===== src/rtl/mac4_pkg.sv =====
// mac4_pkg -- shared definitions for the mac4_accum block.
//   state_t : FSM encoding (IDLE=2'b00, ACC=2'b01, HOLD=2'b10)
//   PROD_W  : width of the upstream 4x4 product
// Literals carry an ST_ prefix so they cannot collide with the ACC port
// of mac4_accum when the package is wildcard-imported.
package mac4_pkg;

    localparam int PROD_W = 8;

    typedef enum logic [1:0] {
        ST_IDLE = 2'b00,
        ST_ACC  = 2'b01,
        ST_HOLD = 2'b10
    } state_t;

endpackage


===== src/rtl/mac4_add.sv =====
// mac4_add -- ACC_W-bit add of a zero-extended product, with carry out.
//   acc   : current accumulator value
//   p     : unsigned product (PROD_W bits), zero-extended
//   sum   : new accumulator value
//   carry : carry out of bit ACC_W-1
// Build option: MAC4_ACCUM_SAT_EN -- when defined, an add that carries out
// returns all-ones instead of the wrapped sum. Once saturated, any further
// add either carries again or adds zero, so the value stays all-ones.
module mac4_add
    import mac4_pkg::*;
#(
    parameter int ACC_W = 12
) (
    input  logic [ACC_W-1:0]  acc,
    input  logic [PROD_W-1:0] p,
    output logic [ACC_W-1:0]  sum,
    output logic              carry
);

    logic [ACC_W:0] full;

    assign full  = {1'b0, acc} + {{(ACC_W + 1 - PROD_W){1'b0}}, p};
    assign carry = full[ACC_W];

`ifdef MAC4_ACCUM_SAT_EN
    assign sum = carry ? {ACC_W{1'b1}} : full[ACC_W-1:0];
`else
    assign sum = full[ACC_W-1:0];
`endif

endmodule


===== src/rtl/mac4_accum.sv =====
// mac4_accum -- burst accumulator for products from a 4x4 multiplier.
//   clk, rst_n : clock, asynchronous active-low reset
//   start, len : begin a burst of len products (sampled in IDLE only)
//   P, in_valid, in_ready    : product input handshake (ready only in ACC)
//   ACC, OVF, out_valid, out_ready : result handshake (valid only in HOLD)
//   busy       : FSM is not in IDLE
// Build option: MAC4_ACCUM_SAT_EN (saturating accumulation, see mac4_add).
// len=0 skips ACC entirely and presents a zero result.
module mac4_accum
    import mac4_pkg::*;
#(
    parameter int ACC_W = 12,
    parameter int LEN_W = 4
) (
    input  logic              clk,
    input  logic              rst_n,
    input  logic              start,
    input  logic [LEN_W-1:0]  len,
    input  logic [PROD_W-1:0] P,
    input  logic              in_valid,
    output logic              in_ready,
    output logic [ACC_W-1:0]  ACC,
    output logic              OVF,
    output logic              out_valid,
    input  logic              out_ready,
    output logic              busy
);

    state_t            state, state_nxt;
    logic [LEN_W-1:0]  cnt;
    logic [ACC_W-1:0]  acc_q, sum;
    logic              ovf_q, carry, accept, load;

    assign in_ready  = (state == ST_ACC);
    assign out_valid = (state == ST_HOLD);
    assign busy      = (state != ST_IDLE);
    assign accept    = in_valid && in_ready;
    assign load      = (state == ST_IDLE) && start;
    assign ACC       = acc_q;
    assign OVF       = ovf_q;

    mac4_add #(.ACC_W(ACC_W)) u_add (
        .acc   (acc_q),
        .p     (P),
        .sum   (sum),
        .carry (carry)
    );

    always_ff @(posedge clk or negedge rst_n) begin
        if (!rst_n) state <= ST_IDLE;
        else        state <= state_nxt;
    end

    always_comb begin
        state_nxt = state;
        case (state)
            ST_IDLE: if (start) state_nxt = (len == '0) ? ST_HOLD : ST_ACC;
            ST_ACC:  if (accept && cnt == LEN_W'(1)) state_nxt = ST_HOLD;
            ST_HOLD: if (out_ready) state_nxt = ST_IDLE;
            default: state_nxt = ST_IDLE;
        endcase
    end

    // Result registers are cleared only when a new burst loads, so ACC/OVF
    // stay visible through HOLD and back into IDLE.
    always_ff @(posedge clk or negedge rst_n) begin
        if (!rst_n) begin
            acc_q <= '0;
            ovf_q <= 1'b0;
            cnt   <= '0;
        end else if (load) begin
            acc_q <= '0;
            ovf_q <= 1'b0;
            cnt   <= len;
        end else if (accept) begin
            acc_q <= sum;
            ovf_q <= ovf_q | carry;
            cnt   <= cnt - LEN_W'(1);
        end
    end

endmodule


===== config.mk =====
export PLATFORM = sky130hd
export DESIGN_NAME = mac4_accum
export DESIGN_NICKNAME = d
export VERILOG_FILES = /design/src/rtl/mac4_pkg.sv /design/src/rtl/mac4_add.sv /design/src/rtl/mac4_accum.sv
export SDC_FILE = /design/constraint.sdc
export NUM_CORES = 1
export LEC_CHECK = 0
export BUFFER_PORTS_ARGS = -buffer_cell sky130_fd_sc_hd__buf_2
export CELL_PAD_IN_SITES_DETAIL_PLACEMENT = 0
export CELL_PAD_IN_SITES_GLOBAL_PLACEMENT = 1
export CORE_UTILIZATION = 38
export DETAILED_ROUTE_END_ITERATION = 8
export PLACE_DENSITY = 0.87
export SYNTH_ARGS = -nofsm -noshare
export SYNTH_HDL_FRONTEND = slang
export SYNTH_SLANG_ARGS = --single-unit
export TNS_END_PERCENT = 5

===== constraint.sdc =====
create_clock -name clk -period 2.35 [get_ports clk]
set_clock_uncertainty 0.15 [all_clocks]
set_input_delay 0.235 -clock clk [delete_from_list [all_inputs] [get_ports clk]]
set_output_delay 0.235 -clock clk [all_outputs]
set_load 0.01 [all_outputs]

* After elaboration in Yosys (flattened, before gate mapping)
Cells that the tools add are included.
Operators by class: $add $sub $neg 2, bitwise logic cells 1, equal/unequal tests 6, reductions and logical operators 8, multiplexer cells 11
Operator list (number):
- $mux 12 | 2
- $add 12x8->13 | 1
- $mux 2 | 4
- $mux 4 | 2
- $pmux 2 s3 | 1
- $eq 4x1->1 const B | 1
- $logic_not 4->1 | 1
- $ne 2x1->1 const B | 2
- $reduce_bool 2->1 | 2
- $sub 4x1->4 const B | 1
- $logic_and 1x1->1 | 3
- $reduce_and 3->1 | 1
- $eq 2x1->1 const B | 1
- $eq 2x2->1 const B | 1
- $logic_not 2->1 | 1
- $mux 1 | 2
- $ne 2x2->1 const B | 1
- $or 1x1->1 | 1
Word-level totals: flip-flop bits (word level) 19, output and inout port bits 16, bits of input ports 17, logic and storage cells 32

* Longest topological paths before layout
Gate-level depths: netlist (run 1).
depth in word-level cells 5, depth in mapped cells 8, mapped depth without buffers 8

* By module
From an unflattened synthesis (run 1), not the netlist that was laid out.
Second synthesis, totals: cells, all modules 139, area, all modules 1423.9 um^2
Modules (own cells, without submodules):
- mac4_accum | area each 859.6 um^2, seq. area each 475.5 um^2, cells each 67, instances 1
- mac4_add | area each 564.3 um^2, seq. area each 0.0 um^2, cells each 72, instances 1

* Least setup slack after synthesis (run 1)
OpenSTA, ideal clock, no wires.
path type flip-flop to flip-flop, start register acc_q[0] (netlist: ACC[0]), end register ovf_q (netlist: OVF), arrival time 1.764 ns, slack 0.314 ns, stages on the path, launching flop included 9, data required time 2.078 ns, path buffers 0, library setup time 0.122 ns, period minus slack after synthesis 2.036 ns, cells stage by stage dfrtp_1 ha_1 inv_1 fa_1 nand2b_1 a21oi_1 a211oi_1 o22ai_1 a32o_1
On the way: word-level cells in the longest chain between the ends 4
RTL lines:
- start: declaration | RTL line mac4_accum.sv:31 | logic [ACC_W-1:0] acc_q, sum;
- start signal: assignment | RTL line mac4_accum.sv:76 | acc_q <= sum;
- $add 12x8->13 | RTL line mac4_add.sv:22 | assign full = {1'b0, acc} + {{(ACC_W + 1 - PROD_W){1'b0}}, p};
- $or 1x1->1 | RTL line mac4_accum.sv:77 | ovf_q <= ovf_q | carry;
- $mux 1 | RTL line mac4_accum.sv:75 | end else if (accept) begin
- $mux 1 | RTL line mac4_accum.sv:71 | end else if (load) begin
- end signal: assignment | RTL line mac4_accum.sv:77
- end: declaration | RTL line mac4_accum.sv:32 | logic ovf_q, carry, accept, load;
No other way between the ends. The select of a mux whose other input is x is not followed. A chain may end at the register's enable or synchronous reset.

* Final worst setup path (run 1)
start register acc_q[0] (netlist: ACC[0]), end register acc_q[8] (netlist: ACC[8])
On the way: word-level cells in the longest chain between the ends 3
RTL lines (RTL line):
- $add 12x8->13 | mac4_add.sv:22
- $mux 12 | mac4_accum.sv:75
- $mux 12 | mac4_accum.sv:71
No other way between the ends. The select of a mux whose other input is x is not followed.

==> flow_summary_export.csv, run 1 <==
group,metric,value,unit
global_routing,grt_pass1_wl,5240,um
sta,finalCriticalPeriod,2.22,ns
layout,fin_area,1500,um^2
route,wl,3090,um
floorplanning,initial_core_util,40.6,%
worst_setup_path,cp-start-kind,"register",
global_routing,overflow,0,
worst_setup_path,end_kind,"register",
logic_synthesis,syn_avg_cell_area,8.98,um^2
logic_synthesis,ys.warnings.count,0,
worst_hold_path,min_from,"len[3]",
layout,fin_nets,202,
route,via_count,1173,
pwr,total_power,1.60,mW
worst_hold_path,min_path_type,"input pin to register",
sta,tightest_slew,0.512,ns
sta,rsz0062_at_grt,"no",
logic_synthesis,synth-edff-count,0,
route,dr.first_iter.drc_count,31,
layout,area_growth,19.8,%
sta,tns,0,ns
logic_synthesis,ys_types,38,
logic_synthesis,async_flop_share,100,%
worst_setup_path,crit_path_cell_trace,"ha_1 -> inv_1 -> fa_1 -> nand2b_1 -> a21oi_1 -> a211oi_2 -> o22ai_1 -> mux2i_1",
global_routing,grt_pass1_vias,1211,
route,drcViolationCount,0,
route,wl_per_cell,14.2,um
global_routing,grt_use_total,19.7,%
logic_synthesis,yosysTopAreaCellShare,38.1,%
worst_setup_path,r2r_slack,0.13,ns
worst_setup_path,reg2reg_depth,8,
pwr,p_leak,0.706,nW
floorplanning,die-area,3520,um^2
clock_network,cts-htree-levels,1,
worst_hold_path,min_to,"cnt[3]$_DFFE_PN0P_",
layout,n_antenna_cell,0,
logic_synthesis,synth_top_cells_by_area,"dfrtp_1, ha_1, o21ai_0",
sta,hold_viol,0,
clock_network,cts_buffers,3,
floorplanning,ioPinCount,33,
place,port_buffers,32,
worst_setup_path,max_stage_delay,0.40,ns
worst_setup_path,path_max_fanout,3,
clock_network,clk_pin_slew,0.12,ns
floorplanning,die_h,59.3,um
logic_synthesis,synth_seq_cells,19,
place,dp_cells,211,
layout,multiInputGateArea,729,um^2
clock_network,cts.sink_count,19,
clock_network,postCtsSetupBuffers,0,
logic_synthesis,synthCells,139,
run,cap_violations,0,
layout,final_cell_count_no_fill,217,
sta,setup_viol_count_final,0,
layout,fillCellCount,318,
worst_setup_path,critPathSlowestCell,"fa_1",
route,vias_per_cell,5.41,
clock_network,clk_latency,0.31,ns
worst_hold_path,whs_path_depth,3,
worst_setup_path,worstReg2RegStart,"ACC[0]$_DFFE_PN0P_",
clock_network,clockBufferDepth,2,
floorplanning,die_x,59.3,um
sta,max_freq,451,MHz
clock_network,cts_tree,"built",
logic_synthesis,syn-num-nets,167,
place,hpwl,2220,um
worst_setup_path,cp.arrival,2.30,ns
logic_synthesis,seq_area_frac_synth,38.1,%
worst_setup_path,required,2.43,ns
global_routing,grt_antenna_before_repair,0,
worst_setup_path,crit_type,"register to register",
place,routabilityCongestion,0.793,
layout,seq_area,475,um^2
sta,slew_viol_final,0,
logic_synthesis,synth_area_leader_cell,"dfrtp_1",
floorplanning,rows,20,
route,first_pass_iters,4,
sta,slew_headroom,65.8,%
clock_network,cts_root_buffer,"clkbuf_4",
pwr,vdd_drop_max,0.000509,V
layout,drive_gt1_share,21.4,%
pwr,powerDensity,1070,nW/um^2
logic_synthesis,synth_ff_type,"dfrtp_1",
floorplanning,coreArea,3080,um^2
logic_synthesis,netlist_area,1250,um^2
worst_setup_path,timing.rr.end,"ACC[8]$_DFFE_PN0P_",
sta,fin_crit_sh,94.3,%
outcome,status,"complete, no violations",
place,postPlaceCellArea,1450,um^2
global_routing,grt_max_degree,20,
route,ant_nets,0,
-- area by class of cell --
cell class,count,share of cell area (%)
Multi-Input combinational cell,108,48.7
Inverter,8,2.01
Tap cell,44,3.68
Clock buffer,4,1.76
Timing Repair Buffer,34,12.0
Sequential cell,19,31.8
-- critical path, delay by kind of cell (launching register included) --
family / cells / cell delay (ns)
flops: 1 / 0.39
buf+inv: 1 / 0.07
fa+ha+maj: 2 / 0.60
mux: 1 / 0.22
simple gates: 1 / 0.20
compound gates: 3 / 0.51
-- report_power, final --
part           switching [mW]  internal, mW
Sequential              0.129         0.442
Clock                   0.112        0.0663
Combinational           0.489         0.367
Total                   0.729         0.875
-- sequential cells by signal, indices dropped and copies added (netlist names) --
register  flops
ACC          12
OVF           1
state         2
cnt           4
-- how the worst max path moves through the flow --
stage	end	slack, ns	start
after floorplan	OVF$_DFFE_PN0P_	0.31	ACC[0]$_DFFE_PN0P_
after global placement	OVF$_DFFE_PN0P_	0.22	ACC[0]$_DFFE_PN0P_
after detailed placement	OVF$_DFFE_PN0P_	0.17	ACC[0]$_DFFE_PN0P_
after CTS	OVF$_DFFE_PN0P_	0.1	ACC[0]$_DFFE_PN0P_
after global routing	ACC[8]$_DFFE_PN0P_	0.02	ACC[0]$_DFFE_PN0P_
final	ACC[8]$_DFFE_PN0P_	0.13	ACC[0]$_DFFE_PN0P_
-- Yosys cell counts (2+ instances only) --
master,instances
inv_1,8
a221o_1,2
nand2b_1,3
nor2_1,12
a22o_1,2
buf_2,3
xor2_1,3
o211ai_1,4
nand2_1,15
or3_1,2
a21oi_1,9
nand4b_1,2
dfrtp_1,19
nand3_1,3
nor2b_1,3
mux2i_1,3
o21a_1,2
a32o_1,2
o21ai_0,12
ha_1,10
a211oi_1,3
-- cells in the final DEF, fill, tap and decap left out, types with 2 or more instances in the layout --
cell and count:
a211oi_1 2, a21oi_1 9, a221o_1 2, a22o_1 2, a32o_1 2, buf_2 32, clkbuf_4 3, dfrtp_1 19
dlygate4sd3_1 2, ha_1 10, inv_1 8, mux2i_1 3, nand2_1 15, nand2b_1 3, nand3_1 3, nand4b_1 2
nor2_1 12, nor2b_1 3, o211ai_1 4, o21a_1 2, o21ai_0 12, or3_1 2, xor2_1 3
-- cell families (layout without fill, tap and decap cells) --
group,Yosys count,in the layout,share of synthesized area [%]
AOI/OAI and AO/OA,44,44,23.3
xor gates and xnor gates,4,4,2.81
adders and majority gates,11,11,11.6
buffers and inverters,12,46,3.91
DFF,19,19,38.1
muxes,3,3,2.40
and+or+nand+nor,46,46,17.8
-- routing by layer --
layer,track usage (%),routed length (um),vias up
li1,-,-,571
met1,23.3,1350,577
met2,36.0,1630,19
met3,1.97,61,6
met4,8.16,51,0
met5,0,0,-
-- repair_timing --
action,CTS,global route
setup endpoints to repair,0,1
hold buffers,2,0
resized for setup,0,1
endpoints found under the hold margin,20,0
-- stage by stage --
| step | util [%] | hold slack, ns | setup slack [ns] |
|---|---|---|---|
| detailed placement | 47.0 | 0.0657 | 0.168 |
| CTS | 48.5 | 0.00703 | 0.0950 |
| floorplan | - | -0.211 | 0.314 |
| global route | 48.6 | 0.0348 | 0.0154 |
| global placement | 47.0 | 0.0595 | 0.225 |
| finish | 48.6 | 0.00861 | 0.135 |
(Power assumes the default switching activity.)
==> run 2: changes to the inputs <==
--- a/config.mk
+++ b/config.mk
@@ -10,6 +10,7 @@
 export CELL_PAD_IN_SITES_GLOBAL_PLACEMENT = 1
 export CORE_UTILIZATION = 38
 export DETAILED_ROUTE_END_ITERATION = 8
+export GPL_TIMING_DRIVEN = 0
 export PLACE_DENSITY = 0.87
 export SYNTH_ARGS = -nofsm -noshare
 export SYNTH_HDL_FRONTEND = slang
==> flow_summary_export.csv, run 2 (same netlist as run 1, synthesis figures left out) <==
group,metric,value,unit
sta,slew_headroom,70.6,%
pwr,switching_share,44.6,%
worst_hold_path,min_path_type,"input pin to register",
worst_setup_path,cp-start-kind,"register",
layout,final_core_util,49.1,%
layout,largest_reg_flops,12,
clock_network,cts.sink_count,19,
sta,finalWorstSetupSlack,0.214,ns
clock_network,cts_tree,"built",
clock_network,cts_buffers,3,
sta,fin_crit_sh,90.9,%
sta,setup_viol_count_final,0,
worst_setup_path,crit_end,"OVF$_DFFE_PN0P_",
global_routing,grt_pass1_vias,1087,
worst_setup_path,r2r_slack,0.21,ns
place,pre_cts_slack,0.103,ns
sta,max_freq,468,MHz
route,dr.first_iter.drc_count,27,
worst_setup_path,path_max_fanout,3,
sta,slew_viol_final,0,
worst_setup_path,required,2.39,ns
route,vias_per_cell,5.20,
layout,final_cell_count_no_fill,220,
pwr,p_seq_share,35.7,%
floorplanning,ioPinCount,33,
worst_setup_path,worstReg2RegStart,"ACC[0]$_DFFE_PN0P_",
place,dp_cells,215,
clock_network,clockBufferDepth,2,
worst_setup_path,timing.rr.end,"OVF$_DFFE_PN0P_",
global_routing,grt_max_degree,20,
clock_network,cts-htree-levels,1,
pwr,powerDensity,1050,nW/um^2
route,first_pass_iters,4,
route,wl_per_cell,12.5,um
pwr,p_leak,0.720,nW
clock_network,cts_root_buffer,"clkbuf_4",
place,postPlaceCellArea,1460,um^2
worst_setup_path,crit_type,"register to register",
floorplanning,rows,20,
place,hpwl,2060,um
pwr,power_frac_comb,53.7,%
route,wl,2750,um
sta,tightest_slew,0.441,ns
global_routing,grt_antenna_before_repair,0,
route,drcViolationCount,0,
pwr,total_power,1.59,mW
worst_setup_path,reg2reg_depth,8,
worst_setup_path,end_kind,"register",
sta,rsz0062_at_grt,"no",
floorplanning,die_h,59.3,um
pwr,clock_power_share,10.6,%
route,via_count,1144,
layout,n_antenna_cell,0,
global_routing,grt_pass1_wl,4600,um
pwr,switching_power,0.707,mW
run,cap_violations,0,
pwr,intPower,0.878,mW
layout,drive_gt1_share,23.9,%
sta,hold_viol,0,
place,port_buffers,32,
sta,tns,0,ns
global_routing,grt_use_total,17.2,%
floorplanning,coreArea,3080,um^2
clock_network,clk_pin_slew,0.11,ns
layout,fin_area,1510,um^2
sta,fin_hold_ws,0.0174,ns
outcome,status,"complete, no violations",
clock_network,clk_latency,0.29,ns
global_routing,overflow,0,
place,routabilityCongestion,0.803,
layout,fin_nets,205,
worst_setup_path,cp.arrival,2.18,ns
layout,final_cell_mix,"buf_2, dfrtp_1, nand2_1",
layout,final_common_cell,"buf_2",
sta,finalCriticalPeriod,2.14,ns
floorplanning,die-area,3520,um^2
worst_setup_path,cp-startpoint,"ACC[0]$_DFFE_PN0P_",
floorplanning,die_x,59.3,um
pwr,vdd_drop_max,0.000505,V
layout,area_growth,21.1,%
floorplanning,initial_core_util,40.6,%
route,ant_nets,0,
==> run 2: power groups by stage <==
stage,clock network (mW),logic [mW],registers (mW)
after floorplan,0,0.576,0.581
after global placement,0,0.819,0.566
after detailed placement,0,0.833,0.572
after CTS,0.173,0.841,0.565
after global routing,0.189,0.962,0.587
final,0.168,0.851,0.567
==> run 2: layer usage <==
metal	global-route usage [%]	routed length (um)	vias to the layer above
li1	-	-	583
met5	0	0	-
met3	3.28	69	2
met1	22.5	1340	547
met2	29.1	1320	12
met4	4.42	19	0
==> run 2: repair_timing <==
action	CTS	global route
hold buffers	1	0
endpoints found under the setup margin	0	2
buffers inserted	0	0
hold endpoints to repair	19	0
resized for setup	0	2
==> run 2: worst min-delay path by stage <==
stage                      start            endpoint  cells after the start  slack, ns
after floorplan            rst_n  ACC[0]$_DFFE_PN0P_                      0      -0.21
after global placement     rst_n  ACC[0]$_DFFE_PN0P_                      1       0.06
after global routing      len[2]  cnt[2]$_DFFE_PN0P_                      3     0.0003
after CTS                 len[2]  cnt[2]$_DFFE_PN0P_                      3       0.01
after detailed placement   rst_n  ACC[0]$_DFFE_PN0P_                      1       0.05
final                     len[2]  cnt[2]$_DFFE_PN0P_                      3       0.02
==> run 2: area by class of cell <==
type,count,area (um^2)
Buffer,4,18.8
Clock buffer,3,22.5
Clock inverter,1,5.00
Fill cell,307,1570
Inverter,8,30.0
Multi-Input combinational cell,108,736
Sequential cell,19,475
Tap cell,44,55.1
Timing Repair Buffer,33,170
==> run 2: critical path: stages (launching register included) <==
cell and delay [ns]:
dfrtp_1 0.41, ha_1 0.22, inv_1 0.08, fa_1 0.17, nand2b_1 0.18, a21oi_1 0.10, a211oi_2 0.30, o22ai_2 0.15
a32o_1 0.27
==> run 3: changes to the inputs <==
--- a/config.mk
+++ b/config.mk
@@ -12,6 +12,7 @@
 export DETAILED_ROUTE_END_ITERATION = 8
 export GPL_TIMING_DRIVEN = 0
 export PLACE_DENSITY = 0.87
+export REMOVE_ABC_BUFFERS = 1
 export SYNTH_ARGS = -nofsm -noshare
 export SYNTH_HDL_FRONTEND = slang
 export SYNTH_SLANG_ARGS = --single-unit
==> flow_summary_export.csv, run 3 (same netlist as run 1, synthesis figures left out) <==
group,metric,value,unit
layout,drive_gt1_share,21.4,%
worst_hold_path,min_from,"len[0]",
floorplanning,die-area,3520,um^2
layout,fillCellCount,319,
clock_network,cts-htree-levels,1,
clock_network,cts_root_buffer,"clkbuf_4",
floorplanning,ioPinCount,33,
global_routing,grt_max_degree,20,
worst_setup_path,reg2reg_depth,8,
worst_setup_path,required,2.42,ns
pwr,p_seq_share,36.5,%
global_routing,grt_pass1_wl,4710,um
global_routing,grt_antenna_before_repair,0,
clock_network,clk_latency,0.29,ns
place,hpwl,2090,um
sta,max_freq,457,MHz
sta,slew_headroom,63.7,%
route,dr.first_iter.drc_count,31,
outcome,status,"complete, no violations",
worst_setup_path,worstReg2RegStart,"ACC[0]$_DFFE_PN0P_",
sta,setup_viol_count_final,0,
pwr,intPower,0.869,mW
pwr,power_frac_comb,52.8,%
floorplanning,initial_core_util,40.6,%
worst_setup_path,cp.arrival,2.26,ns
layout,area_growth,19.8,%
worst_setup_path,cp-start-kind,"register",
route,via_count,1130,
sta,finalCriticalPeriod,2.19,ns
pwr,switching_share,44.4,%
sta,tightest_slew,0.544,ns
sta,tns,0,ns
floorplanning,die_x,59.3,um
floorplanning,coreArea,3080,um^2
run,cap_violations,0,
layout,final_cell_mix,"buf_2, dfrtp_1, nand2_1",
pwr,switching_power,0.694,mW
clock_network,postCtsSetupBuffers,0,
layout,final_core_util,48.6,%
route,ant_nets,0,
sta,finalWorstSetupSlack,0.163,ns
sta,fin_crit_sh,93.1,%
worst_hold_path,whs_path_depth,2,
route,vias_per_cell,5.21,
place,pre_cts_slack,0.138,ns
route,first_pass_iters,4,
worst_setup_path,cp-startpoint,"ACC[0]$_DFFE_PN0P_",
global_routing,overflow,0,
worst_setup_path,path_max_fanout,3,
pwr,p_leak,0.706,nW
sta,slew_viol_final,0,
clock_network,clockBufferDepth,2,
layout,n_antenna_cell,0,
clock_network,cts_buffers,3,
floorplanning,die_h,59.3,um
route,wl_per_cell,13.1,um
sta,rsz0062_at_grt,"no",
pwr,clock_power_share,10.6,%
pwr,vdd_drop_max,0.000470,V
floorplanning,rows,20,
worst_hold_path,min_path_type,"input pin to register",
clock_network,clk_pin_slew,0.11,ns
clock_network,cts.sink_count,19,
place,port_buffers,32,
worst_setup_path,end_kind,"register",
layout,fin_nets,202,
place,routabilityCongestion,0.774,
layout,final_common_cell,"buf_2",
route,drcViolationCount,0,
sta,hold_viol,0,
layout,largest_reg_flops,12,
route,wl,2850,um
global_routing,grt_use_total,18.0,%
worst_setup_path,crit_type,"register to register",
pwr,powerDensity,1040,nW/um^2
clock_network,cts_tree,"built",
global_routing,grt_pass1_vias,1083,
-- run 3: cell count changes in the layout (fill, tap and decap cells not counted) --
cell           delta
dlygate4sd3_1     +1
o22ai_1           +1
o22ai_2           -1
clkinv_2          -1
buf_2             -3
clkbuf_1          +1
buf_1             -1
-- run 3: worst paths after layout --
path                       slack (ns)                 end
setup / recovery                 0.16  ACC[8]$_DFFE_PN0P_
hold / removal                   0.04  cnt[0]$_DFFE_PN0P_
setup reg to reg                 0.16  ACC[8]$_DFFE_PN0P_
hold reg to reg                  0.35     OVF$_DFFE_PN0P_
max in group asynchronous        1.48  cnt[0]$_DFFE_PN0P_
min in group asynchronous        0.26  ACC[4]$_DFFE_PN0P_
-- run 3: what timing repair did --
item / 4_1_cts / 5_1_grt
endpoints found under the setup margin: 0 / 1
resized for setup: 0 / 1
hold buffers: 2 / 0
endpoints found under the hold margin: 20 / 0
-- run 3: critical path, cell delays in order (launching register included) --
cell,delay [ns]
dfrtp_1,0.39
ha_1,0.20
inv_1,0.06
fa_1,0.37
nand2b_1,0.20
a21oi_1,0.19
a211oi_2,0.08
o22ai_1,0.26
mux2i_1,0.23
-- run 3: stage by stage --
step / hold WS (ns) / instances / total power, mW / instance area, um^2
after global routing: 0.0174 / 217 / 1.73 / 1500
after CTS: 0.0172 / 217 / 1.58 / 1490
after floorplan: -0.211 / 135 / 1.14 / 1230
after global placement: 0.0563 / 211 / 1.37 / 1450
final: 0.0355 / 217 / 1.56 / 1500
after detailed placement: 0.0619 / 211 / 1.40 / 1450
-- run 3: power groups by stage --
stage | clock network [mW] | registers, mW | logic, mW
after floorplan | 0 | 0.581 | 0.561
after global placement | 0 | 0.568 | 0.801
after detailed placement | 0 | 0.577 | 0.825
after CTS | 0.180 | 0.571 | 0.831
after global routing | 0.192 | 0.595 | 0.944
final | 0.166 | 0.571 | 0.826
-- run 3: cell type report --
class	instances	area (um^2)	share of cell area (%)
Inverter	8	30.0	2.01
Tap cell	44	55.1	3.68
Timing Repair Buffer	34	180	12.0
Sequential cell	19	475	31.8
Clock buffer	4	26.3	1.76
Multi-Input combinational cell	108	729	48.7
-- run 3: metal layers --
metal	vias to the layer above	track usage, %	wire, um
met4	0	6.12	13
met1	541	24.3	1420
met5	-	0	0
met3	2	2.62	61
met2	16	29.4	1360
li1	571	-	-
